### src/rtl/iob_uart_bridge.sv
// UART byte-stream to IOb master bridge: decodes W/R command frames and replies with ACK, NAK or read data.
// Optional inter-byte frame timeout is compiled in with `define IOB_UART_BRIDGE_TIMEOUT_EN.
module iob_uart_bridge #(
  parameter int ADDR_W    = 32,
  parameter int DATA_W    = 32,
  parameter int TIMEOUT_W = 16
) (
  input  logic                  clk_i,
  input  logic                  arst_n_i,
  input  logic                  cke_i,
  input  logic [7:0]            rx_data_i,
  input  logic                  rx_valid_i,
  output logic                  rx_ready_o,
  output logic [7:0]            tx_data_o,
  output logic                  tx_valid_o,
  input  logic                  tx_ready_i,
  output logic                  iob_avalid_o,
  output logic [ADDR_W-1:0]     iob_addr_o,
  output logic [DATA_W-1:0]     iob_wdata_o,
  output logic [DATA_W/8-1:0]   iob_wstrb_o,
  input  logic                  iob_rvalid_i,
  input  logic [DATA_W-1:0]     iob_rdata_i,
  input  logic                  iob_ready_i,
  output logic                  busy_o
);

  localparam int NA    = ADDR_W / 8;
  localparam int ND    = DATA_W / 8;
  localparam int CNT_W = 4;
  localparam logic [7:0] OP_W = 8'h57;
  localparam logic [7:0] OP_R = 8'h52;
  localparam logic [7:0] ACK  = 8'h06;
  localparam logic [7:0] NAK  = 8'h15;

  typedef enum logic [2:0] {
    IDLE     = 3'd0,
    GET_ADDR = 3'd1,
    GET_DATA = 3'd2,
    REQ      = 3'd3,
    WAIT_RD  = 3'd4,
    SEND     = 3'd5
  } state_t;

  state_t              state_r, state_nx_s;
  logic [CNT_W-1:0]    cnt_r, cnt_nx_s;
  logic [CNT_W-1:0]    tx_last_r, tx_last_nx_s;
  logic                is_wr_r, is_wr_nx_s;
  logic [ADDR_W-1:0]   addr_r, addr_nx_s;
  logic [DATA_W-1:0]   wdata_r, wdata_nx_s;
  logic [DATA_W-1:0]   txbuf_r, txbuf_nx_s;
  logic                rx_ready_r, tx_valid_r, avalid_r, busy_r;
  logic [DATA_W/8-1:0] wstrb_r;
  logic                rx_fire_s, tx_fire_s, to_hit_s;

  assign rx_fire_s = rx_valid_i & rx_ready_r;
  assign tx_fire_s = tx_valid_r & tx_ready_i;

`ifdef IOB_UART_BRIDGE_TIMEOUT_EN
  logic [TIMEOUT_W-1:0] to_cnt_r;

  // Inter-byte idle counter, only live while a frame is being collected
  always_ff @(posedge clk_i or negedge arst_n_i) begin
    if (!arst_n_i) begin
      to_cnt_r <= {TIMEOUT_W{1'b0}};
    end else if (cke_i) begin
      if ((state_r == GET_ADDR || state_r == GET_DATA) && !rx_fire_s) begin
        to_cnt_r <= to_cnt_r + {{(TIMEOUT_W-1){1'b0}}, 1'b1};
      end else begin
        to_cnt_r <= {TIMEOUT_W{1'b0}};
      end
    end
  end

  assign to_hit_s = (state_r == GET_ADDR || state_r == GET_DATA) && (&to_cnt_r);
`else
  assign to_hit_s = 1'b0 & (TIMEOUT_W < 1);
`endif

  // Next-state, field shifting and reply loading
  always_comb begin
    state_nx_s   = state_r;
    cnt_nx_s     = cnt_r;
    tx_last_nx_s = tx_last_r;
    is_wr_nx_s   = is_wr_r;
    addr_nx_s    = addr_r;
    wdata_nx_s   = wdata_r;
    txbuf_nx_s   = txbuf_r;
    case (state_r)
      IDLE: begin
        if (rx_fire_s) begin
          cnt_nx_s = {CNT_W{1'b0}};
          if (rx_data_i == OP_W || rx_data_i == OP_R) begin
            is_wr_nx_s = (rx_data_i == OP_W);
            state_nx_s = GET_ADDR;
          end else begin
            txbuf_nx_s   = DATA_W'(NAK);
            tx_last_nx_s = {CNT_W{1'b0}};
            state_nx_s   = SEND;
          end
        end else begin
          state_nx_s = IDLE;
        end
      end
      GET_ADDR: begin
        if (rx_fire_s) begin
          // little-endian: each new byte enters at the top and earlier bytes slide down
          addr_nx_s = ADDR_W'({rx_data_i, addr_r} >> 8);
          if (cnt_r == CNT_W'(NA - 1)) begin
            cnt_nx_s   = {CNT_W{1'b0}};
            state_nx_s = is_wr_r ? GET_DATA : REQ;
          end else begin
            cnt_nx_s = cnt_r + {{(CNT_W-1){1'b0}}, 1'b1};
          end
        end else if (to_hit_s) begin
          cnt_nx_s     = {CNT_W{1'b0}};
          txbuf_nx_s   = DATA_W'(NAK);
          tx_last_nx_s = {CNT_W{1'b0}};
          state_nx_s   = SEND;
        end else begin
          state_nx_s = GET_ADDR;
        end
      end
      GET_DATA: begin
        if (rx_fire_s) begin
          wdata_nx_s = DATA_W'({rx_data_i, wdata_r} >> 8);
          if (cnt_r == CNT_W'(ND - 1)) begin
            cnt_nx_s   = {CNT_W{1'b0}};
            state_nx_s = REQ;
          end else begin
            cnt_nx_s = cnt_r + {{(CNT_W-1){1'b0}}, 1'b1};
          end
        end else if (to_hit_s) begin
          cnt_nx_s     = {CNT_W{1'b0}};
          txbuf_nx_s   = DATA_W'(NAK);
          tx_last_nx_s = {CNT_W{1'b0}};
          state_nx_s   = SEND;
        end else begin
          state_nx_s = GET_DATA;
        end
      end
      REQ: begin
        if (iob_ready_i) begin
          cnt_nx_s = {CNT_W{1'b0}};
          if (is_wr_r) begin
            txbuf_nx_s   = DATA_W'(ACK);
            tx_last_nx_s = {CNT_W{1'b0}};
            state_nx_s   = SEND;
          end else if (iob_rvalid_i) begin
            txbuf_nx_s   = iob_rdata_i;
            tx_last_nx_s = CNT_W'(ND - 1);
            state_nx_s   = SEND;
          end else begin
            state_nx_s = WAIT_RD;
          end
        end else begin
          state_nx_s = REQ;
        end
      end
      WAIT_RD: begin
        if (iob_rvalid_i) begin
          txbuf_nx_s   = iob_rdata_i;
          tx_last_nx_s = CNT_W'(ND - 1);
          cnt_nx_s     = {CNT_W{1'b0}};
          state_nx_s   = SEND;
        end else begin
          state_nx_s = WAIT_RD;
        end
      end
      SEND: begin
        if (tx_fire_s) begin
          txbuf_nx_s = txbuf_r >> 8;
          if (cnt_r == tx_last_r) begin
            cnt_nx_s   = {CNT_W{1'b0}};
            state_nx_s = IDLE;
          end else begin
            cnt_nx_s = cnt_r + {{(CNT_W-1){1'b0}}, 1'b1};
          end
        end else begin
          state_nx_s = SEND;
        end
      end
      default: begin
        state_nx_s = IDLE;
        cnt_nx_s   = {CNT_W{1'b0}};
      end
    endcase
  end

  // State, datapath and registered outputs; outputs are decoded from the next state
  always_ff @(posedge clk_i or negedge arst_n_i) begin
    if (!arst_n_i) begin
      state_r    <= IDLE;
      cnt_r      <= {CNT_W{1'b0}};
      tx_last_r  <= {CNT_W{1'b0}};
      is_wr_r    <= 1'b0;
      addr_r     <= {ADDR_W{1'b0}};
      wdata_r    <= {DATA_W{1'b0}};
      txbuf_r    <= {DATA_W{1'b0}};
      rx_ready_r <= 1'b1;
      tx_valid_r <= 1'b0;
      avalid_r   <= 1'b0;
      busy_r     <= 1'b0;
      wstrb_r    <= {(DATA_W/8){1'b0}};
    end else if (cke_i) begin
      state_r    <= state_nx_s;
      cnt_r      <= cnt_nx_s;
      tx_last_r  <= tx_last_nx_s;
      is_wr_r    <= is_wr_nx_s;
      addr_r     <= addr_nx_s;
      wdata_r    <= wdata_nx_s;
      txbuf_r    <= txbuf_nx_s;
      rx_ready_r <= (state_nx_s == IDLE) || (state_nx_s == GET_ADDR) || (state_nx_s == GET_DATA);
      tx_valid_r <= (state_nx_s == SEND);
      avalid_r   <= (state_nx_s == REQ);
      busy_r     <= (state_nx_s != IDLE);
      wstrb_r    <= ((state_nx_s == REQ) && is_wr_nx_s) ? {(DATA_W/8){1'b1}} : {(DATA_W/8){1'b0}};
    end
  end

  assign rx_ready_o   = rx_ready_r;
  assign tx_valid_o   = tx_valid_r;
  assign tx_data_o    = txbuf_r[7:0];
  assign iob_avalid_o = avalid_r;
  assign iob_addr_o   = addr_r;
  assign iob_wdata_o  = wdata_r;
  assign iob_wstrb_o  = wstrb_r;
  assign busy_o       = busy_r;

endmodule

### config.mk
export PLATFORM = sky130hd
export DESIGN_NAME = iob_uart_bridge
export DESIGN_NICKNAME = d
export VERILOG_FILES = /design/src/rtl/iob_uart_bridge.sv
export SDC_FILE = /design/constraint.sdc
export NUM_CORES = 1
export LEC_CHECK = 0
export ABC_AREA = 1
export CORE_UTILIZATION = 50
export CTS_BUF_LIST = sky130_fd_sc_hd__clkbuf_4
export CTS_CLUSTER_SIZE = 16
export DETAILED_ROUTE_END_ITERATION = 7
export GPL_ROUTABILITY_DRIVEN = 0
export PLACE_DENSITY = 0.8
export SYNTH_ARGS = -nofsm -noshare
export SYNTH_HDL_FRONTEND = slang
export SYNTH_SLANG_ARGS = --single-unit
### constraint.sdc
create_clock -name clk_i -period 1.7 [get_ports clk_i]
set_input_delay 0.34 -clock clk_i [delete_from_list [all_inputs] [get_ports clk_i]]
set_output_delay 0.34 -clock clk_i [all_outputs]
set_load 0.03 [all_outputs]
* Yosys cells after proc, flatten, opt, wreduce, memory -nomap -nowiden
Index checks and enable logic that the tools add are counted.
Word-level totals: register bits 116, input bits 47, output and inout bits 80, word-level logic and storage cells 87
Cells by class: $add $sub $neg 1, equal/unequal tests 19, multiplexer cells 38, bitwise logic cells 2, reduce and logical (&&, ||, !) cells 15
Operators by type and width (count):
- $mux 32 | 6
- $pmux 32 s4 | 1
- $mux 4 | 13
- $mux 3 | 9
- $pmux 4 s5 | 1
- $pmux 3 s6 | 1
- $eq 8x7->1 const B | 2
- $eq 3x2->1 const B | 4
- $pmux 4 s3 | 1
- $reduce_and 6->1 | 2
- $ne 2x2->1 const B | 5
- $eq 3x3->1 const B | 3
- $eq 3x1->1 const B | 2
- $logic_not 3->1 | 2
- $mux 1 | 6
- $reduce_and 3->1 | 2
- $reduce_bool 3->1 | 2
- $reduce_and 5->1 | 1
- $add 4x1->4 const B | 1
- $eq 4x2->1 const B | 1
- $eq 4x4->1 | 1
- $reduce_bool 4->1 | 1
- $logic_or 1x1->1 | 3
- $and 1x1->1 | 2
- other kinds (3) | 3

* Longest topological paths before layout
Gate-level depths: netlist of run 1.
depth in word-level cells 8, gate-level depth with buffers 12, depth with buffers taken out 11

* Least setup slack after synthesis of run 1
No wires, ideal clock.
kind register to register, start point reg rx_ready_r (netlist: rx_ready_o), end point reg txbuf_r[23], setup time 0.124 ns, arrival time 1.540 ns, data required time 1.576 ns, slack 0.036 ns, cell stages (with the launch flop) 11, path buffers 1, clock period less this slack 1.664 ns, cells stage by stage dfstp_2 -> nand2_1 -> inv_1 -> nor2_1 -> nor2_2 -> nand2_4 -> nor2_4 -> inv_4 -> buf_6 -> nand2_1 -> o21ai_1
On the way: word-level cells in the longest chain between the ends 3
Ends and longest elaborated chain:
- start: declaration | line 51 | logic rx_ready_r, tx_valid_r, avalid_r, busy_r;
- start signal: assignment | line 212 | rx_ready_r <= (state_nx_s == IDLE) || (state_nx_s == GET_ADDR) || (state_nx_s == GET_DATA);
- $and 1x1->1 | line 55 | assign rx_fire_s = rx_valid_i & rx_ready_r;
- $ne 2x2->1 (no line)
- $reduce_and 6->1 (no line)
- end signal: assignment | line 198 | txbuf_r <= {DATA_W{1'b0}};
- end signal: assignment | line 211 | txbuf_r <= txbuf_nx_s;
- end: declaration | line 50 | logic [DATA_W-1:0] txbuf_r, txbuf_nx_s;
No other way between the ends. A chain may end at the register's enable or synchronous reset.

==> reports/metrics.yaml, run 1 <==
critPathArrivalTime_ns: 1.32
crit_family: "buffers and inverters"
multiInputGateArea_um2: 2303
grt_max_degree: 55
synth_edf_count: 0
first_pass_iters: 5
crit_fanout: 5
fin_ws_ns: 0.03985
cap_violations: 0
synth_area_um2: 5553
numPortBuffers: 126
synth_seq_area_share: 0.5095
worst_pin_slew_ns: 0.4002
fin_hold_ws_ns: 0.2780
wl_um: 13790
total_power_w: 0.01271
synth_warnings: 0
hp-class: "input port to async pin"
p_leak_nw: 3.869
muxShareOfSynthArea: 0.03245
syn_area_per_cell_um2: 8.263
synthXorXnorAreaFrac: 0.003155
start_kind: "register"
synth_top_cell_by_area: "dfrtp_1"
yosysMostFrequentCell: "nand2_1"
yosys.area_share.simple: 0.2382
synth_common_cells: "nand2_1 (247), dfrtp_1 (112), inv_1 (45), o21ai_0 (44), nor2_1 (39)"
area.sequential_um2: 2833
drtIter0Drc: 309
period_share: 0.9766
wl_per_cell_um: 14.19
critPathBufInv: 1
synth_top_family_by_area: "simple AND/OR/NAND/NOR gates"
track_usage: 0.2525
antenna_cells: 0
overflow: 0
cp.required_ns: 1.36
nets: 867
synth_fa_ha_area_frac: 0.002253
syn-instance-count: 672
post-dp-hpwl_um: 10170
fin_setup_tns_ns: 0
period_minus_slack_ns: 1.660
clock.fmax_mhz: 602.4
powerDensity_nw_per_um2: 1725
grt_setup_unrepaired: "yes"
slowest_stage: "dlygate4sd2_1"
place_inst: 937
stdcell_count: 972
fillers: 889
synth_cell_types: 32
synth_top_area_share: 0.5047
cts_tree: "built"
grt_pass1_vias: 4834
setup_viol: 0
synth_compound_area_frac: 0.1298
async_flop_share: 1.000
end_kind: "output pin"
syn_to_final_growth_pct: 32.74
path_cells: "dlygate4sd2_1"
pre_cts_ws_ns: -0.3068
clock_sinks: 113
rows: 38
avgViaCountPerCell: 5.131
vias: 4987
root_buffer: "clkbuf_4"
fp.dieH_um: 107.4
drive_gt1_frac: 0.1971
h-tree-depth: 4
die_area_um2: 11530
crit_type: "register to output pin"
clkLatencyLatePin_ns: 0.52
mappedNetlistNets: 720
io_pins: 127
die_w_um: 107.4
initial_core_util: 0.5122
grt_pass1_wl_um: 22490
ys_top_cells_by_area: "dfrtp_1 (50%), nand2_1 (17%), o21ai_0 (4.0%)"
route.antenna.remaining_nets: 0
cts.path.max_buffers: 2
antenna_found_initial: 0
final_hold_viol_count: 0
worst_clock_skew_ns: 0.01388
slew_violations: 0
cts_buffers: 17
ys_ff_latch: 113
max_stage_delay_ns: 0.42
relSlewSlack: 0.7304
reg2reg_from: "rx_ready_o$_DFFE_PN1P_"
cp-startpoint: "iob_wstrb_o[2]$_DFFE_PN0P_"
ys.flop_type: "dfrtp_1"
vdd_drop_max_mv: 0.9562
coreArea_um2: 10840
drc: 0
outcome: "completed"
path_clk_slew_ns: 0.10
## worst reg2reg max path, stage by stage (launching register included)
cell and delay [ns]:
dfstp_2 0.58, nand2_4 0.07, inv_4 0.07, nor2_4 0.04, nor2_4 0.12, nand2_4 0.07, buf_6 0.12, nor3_4 0.30
nand3_1 0.12, o21ai_1 0.09
## cell usage in the layout, fill, tap and decap left out, types with 2 or more instances in the layout
cell,count
o21ai_0,39
buf_6,2
dfrtp_2,3
inv_1,44
a22oi_1,20
o21ai_1,9
nand3_2,2
buf_4,35
o211ai_1,3
nor2_2,5
bufinv_16,3
nor2_4,3
buf_12,9
clkdlybuf4s15_1,25
clkbuf_2,21
nand2_2,4
o21ai_2,21
dfrtp_1,109
mux2_2,16
clkinv_4,2
xor2_1,2
clkinv_2,4
clkbuf_4,19
nand2_1,242
nor2_1,34
nand2_4,2
inv_4,2
a21oi_1,23
nand3_1,29
inv_2,6
nand3b_1,2
dlygate4sd2_1,33
clkinv_1,5
clkdlybuf4s50_1,45
## cell families after synthesis
| kind of cell | count (synthesis) |
|---|---|
| and+or+nand+nor | 327 |
| AOI/OAI and AO/OA | 117 |
| DFF | 113 |
| buffers and inverters | 96 |
| muxes | 16 |
| xor gates and xnor gates | 2 |
| adders and majority gates | 1 |
## layout make-up
cell class,instances,area share
sequential,113,0.3843
multi-input combinational,463,0.3125
timing repair buffer,172,0.2141
inverter,52,0.02716
tap,140,0.02377
clock inverter,14,0.01986
clock buffer,18,0.01833
## stage by stage
stage                     utilization  instance area [µm²]
after floorplan                     -                 5553
after global placement         0.6595                 7149
after detailed placement       0.6595                 7149
after CTS                      0.6773                 7342
after global routing           0.6799                 7371
final                          0.6799                 7371
## sequential cells by signal, indices dropped and copies added, names as in the netlist
signal / flops
busy_o: 1
cnt_r: 4
iob_addr_o: 32
iob_avalid_o: 1
iob_wdata_o: 32
iob_wstrb_o: 1
is_wr_r: 1
rx_ready_o: 1
state_r: 3
tx_last_r: 4
tx_valid_o: 1
txbuf_r: 32
## routing by layer
metal	global-route usage	part of all wire
met2	0.4364	0.51
met1	0.3082	0.41
met3	0.05811	0.062
met5	0	0
met4	0.09198	0.018
## power by group
part	switching (W)	total, W	internal [W]
clock network	0.00101	0.00201	0.00100
registers	0.000865	0.00463	0.00377
logic	0.00391	0.00607	0.00216
total	0.00578	0.0127	0.00693
## worst paths after layout
kind | end | slack (ns) | depth (start not counted)
worst max-delay path | iob_wstrb_o[0] | 0.04 | 1
worst min-delay path | iob_wdata_o[11]$_DFFE_PN0P_ | 0.28 | 2
worst max register to register | cnt_r[1]$_DFFE_PN0P_ | 0.07 | 9
worst min register to register | txbuf_r[0]$_DFFE_PN0P_ | 0.49 | 2
max in group asynchronous | state_r[1]$_DFFE_PN0P_ | 0.78 | 3
min in group clk_i | iob_addr_o[25]$_DFFE_PN0P_ | 0.44 | 3
## repair_timing
action,CTS,global route
endpoints found under the setup margin,80,94
gates resized for setup,88,92
hold endpoints to repair,24,0
setup buffers,0,2
hold buffers,1,0
pin swaps,0,6
Power figures use the tool's default switching activity.
==> inputs of run 2 (changes only) <==
--- a/config.mk
+++ b/config.mk
@@ -11,7 +11,7 @@
 export CTS_CLUSTER_SIZE = 16
 export DETAILED_ROUTE_END_ITERATION = 7
 export GPL_ROUTABILITY_DRIVEN = 0
-export PLACE_DENSITY = 0.8
+export PLACE_DENSITY = 0.79
 export SYNTH_ARGS = -nofsm -noshare
 export SYNTH_HDL_FRONTEND = slang
 export SYNTH_SLANG_ARGS = --single-unit
==> run 2 against run 1 <==
  * Via count up 2.1%
  * Register-to-register slack worse by 0.04 ns
  * Combinational power is 4.4% higher
  * Critical endpoint is now txbuf_r[6]$_DFFE_PN0P_
  * Maximum frequency down 0.49%
  * Utilization increased by 0.72 points
  * Die area unchanged
  * Largest cell class unchanged
==> reports/metrics.yaml, run 2 (same netlist as run 1, synthesis figures left out) <==
outcome: "completed"
antenna_cells: 0
dpl_cell_area_um2: 7179
root_buffer: "clkbuf_4"
mostFrequentLayoutCell: "nand2_1"
cp.required_ns: 2.08
final_hold_viol_count: 0
p_leak_nw: 3.893
path_cells: "inv_2, nand3_2, nand4_1, nand2_1, nor2_4, inv_4, buf_12, nand2_1, o21ai_2"
stdcell_count: 978
slew_violations: 0
rows: 38
grt_max_degree: 41
sw_frac_of_total: 0.4601
initial_core_util: 0.5122
vdd_drop_max_mv: 1.016
io_pins: 127
route.antenna.remaining_nets: 0
fp.dieH_um: 107.4
drive_gt1_frac: 0.1885
first_pass_iters: 5
wl_met1_um: 5850
switching_power_w: 0.005799
clkLatencyLatePin_ns: 0.50
post-dp-hpwl_um: 10610
clock.fmax_mhz: 599.4
powerDensity_nw_per_um2: 1692
period_share: 0.9814
syn_to_final_growth_pct: 34.14
wl_um: 14390
wl_per_cell_um: 14.71
slowest_stage: "dfrtp_1"
h-tree-depth: 4
wl_met2_um: 7349
setup_viol: 0
final_cell_mix: "nand2_1 (241), dfrtp_1 (110), dlygate4sd2_1 (48), clkdlybuf4s50_1 (45), inv_1 (44)"
worst_pin_slew_ns: 0.4858
pwr-share-clk: 0.129
area.sequential_um2: 2831
crit_type: "register to register"
post-route-cell-area_um2: 7448
fin_hold_ws_ns: 0.3040
cap_violations: 0
total_power_w: 0.01260
coreArea_um2: 10840
relSlewSlack: 0.6727
avgViaCountPerCell: 5.207
top_layer: "met4"
reg2reg_from: "state_r[2]$_DFFE_PN0P_"
cp-startpoint: "state_r[2]$_DFFE_PN0P_"
drtIter0Drc: 340
path_common_cell: "nand2_1"
end_kind: "register"
vias: 5092
drc: 0
period_minus_slack_ns: 1.668
start_kind: "register"
cts_tree: "built"
fin_setup_tns_ns: 0
nets: 876
p_int_w: 0.006805
grt_pass1_vias: 4909
multiInputGateArea_um2: 2298
cts.path.max_buffers: 2
grt_pass1_wl_um: 22850
die_area_um2: 11530
overflow: 0
place_inst: 941
comb_power_share: 0.503
path_clk_slew_ns: 0.09
cts_buffers: 17
route.met3.wl_um: 802
grt_setup_unrepaired: "yes"
die_w_um: 107.4
share_seq_of_total_power: 0.368
antenna_found_initial: 0
clock_sinks: 113
worst_clock_skew_ns: 0.01573
max_stage_delay_ns: 0.45
track_usage: 0.2566
crit_fanout: 11
critPathArrivalTime_ns: 2.05
hp-class: "input port to async pin"
fillers: 857
numPortBuffers: 126
==> run 2: changes by cell type in the layout (fill, tap and decap cells not counted), sizes merged <==
cell | previous run | this run
buf | 46 | 54
clkdlybuf4s15 | 25 | 23
bufinv | 3 | 1
clkinvlp | 0 | 2
clkbuf | 40 | 29
dlygate4sd2 | 33 | 48
clkinv | 11 | 7
==> run 2: worst paths after layout <==
check                                              endpoint  slack [ns]  depth (start not counted)
worst max-delay path                 txbuf_r[6]$_DFFE_PN0P_        0.03                          9
worst min-delay path             iob_wdata_o[1]$_DFFE_PN0P_        0.30                          2
worst max register to register       txbuf_r[6]$_DFFE_PN0P_        0.03                          9
worst min register to register       txbuf_r[0]$_DFFE_PN0P_        0.48                          2
max in group asynchronous            state_r[0]$_DFFE_PN0P_        0.83                          3
min in group clk_i              iob_wdata_o[25]$_DFFE_PN0P_        0.48                          3
==> run 2: worst max-delay path: cells and delay by family, from the launching register on <==
family	cells	cell delay, ns
AND/OR/NAND/NOR	5	0.67
flip-flops	1	0.45
buffers and inverters	3	0.38
AO/OA/AOI/OAI	1	0.06
==> run 2: final cells by class <==
cell class,instances,share of cell area
Clock buffer,19,0.01915
Sequential cell,113,0.3801
Timing Repair Buffer,181,0.2323
Inverter,52,0.02654
Tap cell,140,0.02352
Multi-Input combinational cell,463,0.3086
Clock inverter,10,0.009743
==> run 2: what timing repair did <==
action                                  CTS  global route
endpoints found under the setup margin   81            75
setup buffers                             2             3
gates resized for setup                  93            57
pin swaps                                 1             4
gates cloned                              0             2
endpoints found under the hold margin    23             0
hold buffers                              1             0
==> run 2: layer usage <==
metal / global-route usage / vias to the layer above
li1: - / 2455
met2: 0.4562 / 196
met1: 0.2982 / 2409
met5: 0 / -
met3: 0.05145 / 32
met4: 0.1155 / 0
==> run 2: power groups by stage <==
stage	combinational [W]	sequential, W	clock (W)
after global placement	0.00634	0.00459	0
after floorplan	0.00272	0.00584	0
after detailed placement	0.00655	0.00467	0
after global routing	0.00688	0.00475	0.00179
after CTS	0.00605	0.00459	0.00166
final	0.00634	0.00464	0.00162
==> run 2: per-stage QoR <==
| step | worst slack (ns) | utilization |
|---|---|---|
| floorplan | 0.03554 | - |
| global placement | -0.2639 | 0.6623 |
| detailed placement | -0.3168 | 0.6623 |
| CTS | 0.001030 | 0.6759 |
| global route | -0.07257 | 0.6871 |
| finish | 0.03162 | 0.6871 |
==> inputs of run 3 (changes only) <==
--- a/config.mk
+++ b/config.mk
@@ -11,7 +11,7 @@
 export CTS_CLUSTER_SIZE = 16
 export DETAILED_ROUTE_END_ITERATION = 7
 export GPL_ROUTABILITY_DRIVEN = 0
-export PLACE_DENSITY = 0.79
+export PLACE_DENSITY = 0.8
 export SYNTH_ARGS = -nofsm -noshare
 export SYNTH_HDL_FRONTEND = slang
 export SYNTH_SLANG_ARGS = --single-unit
==> results of run 3 <==
No change in the layout: final DEF, timing and power equal those of run 1.
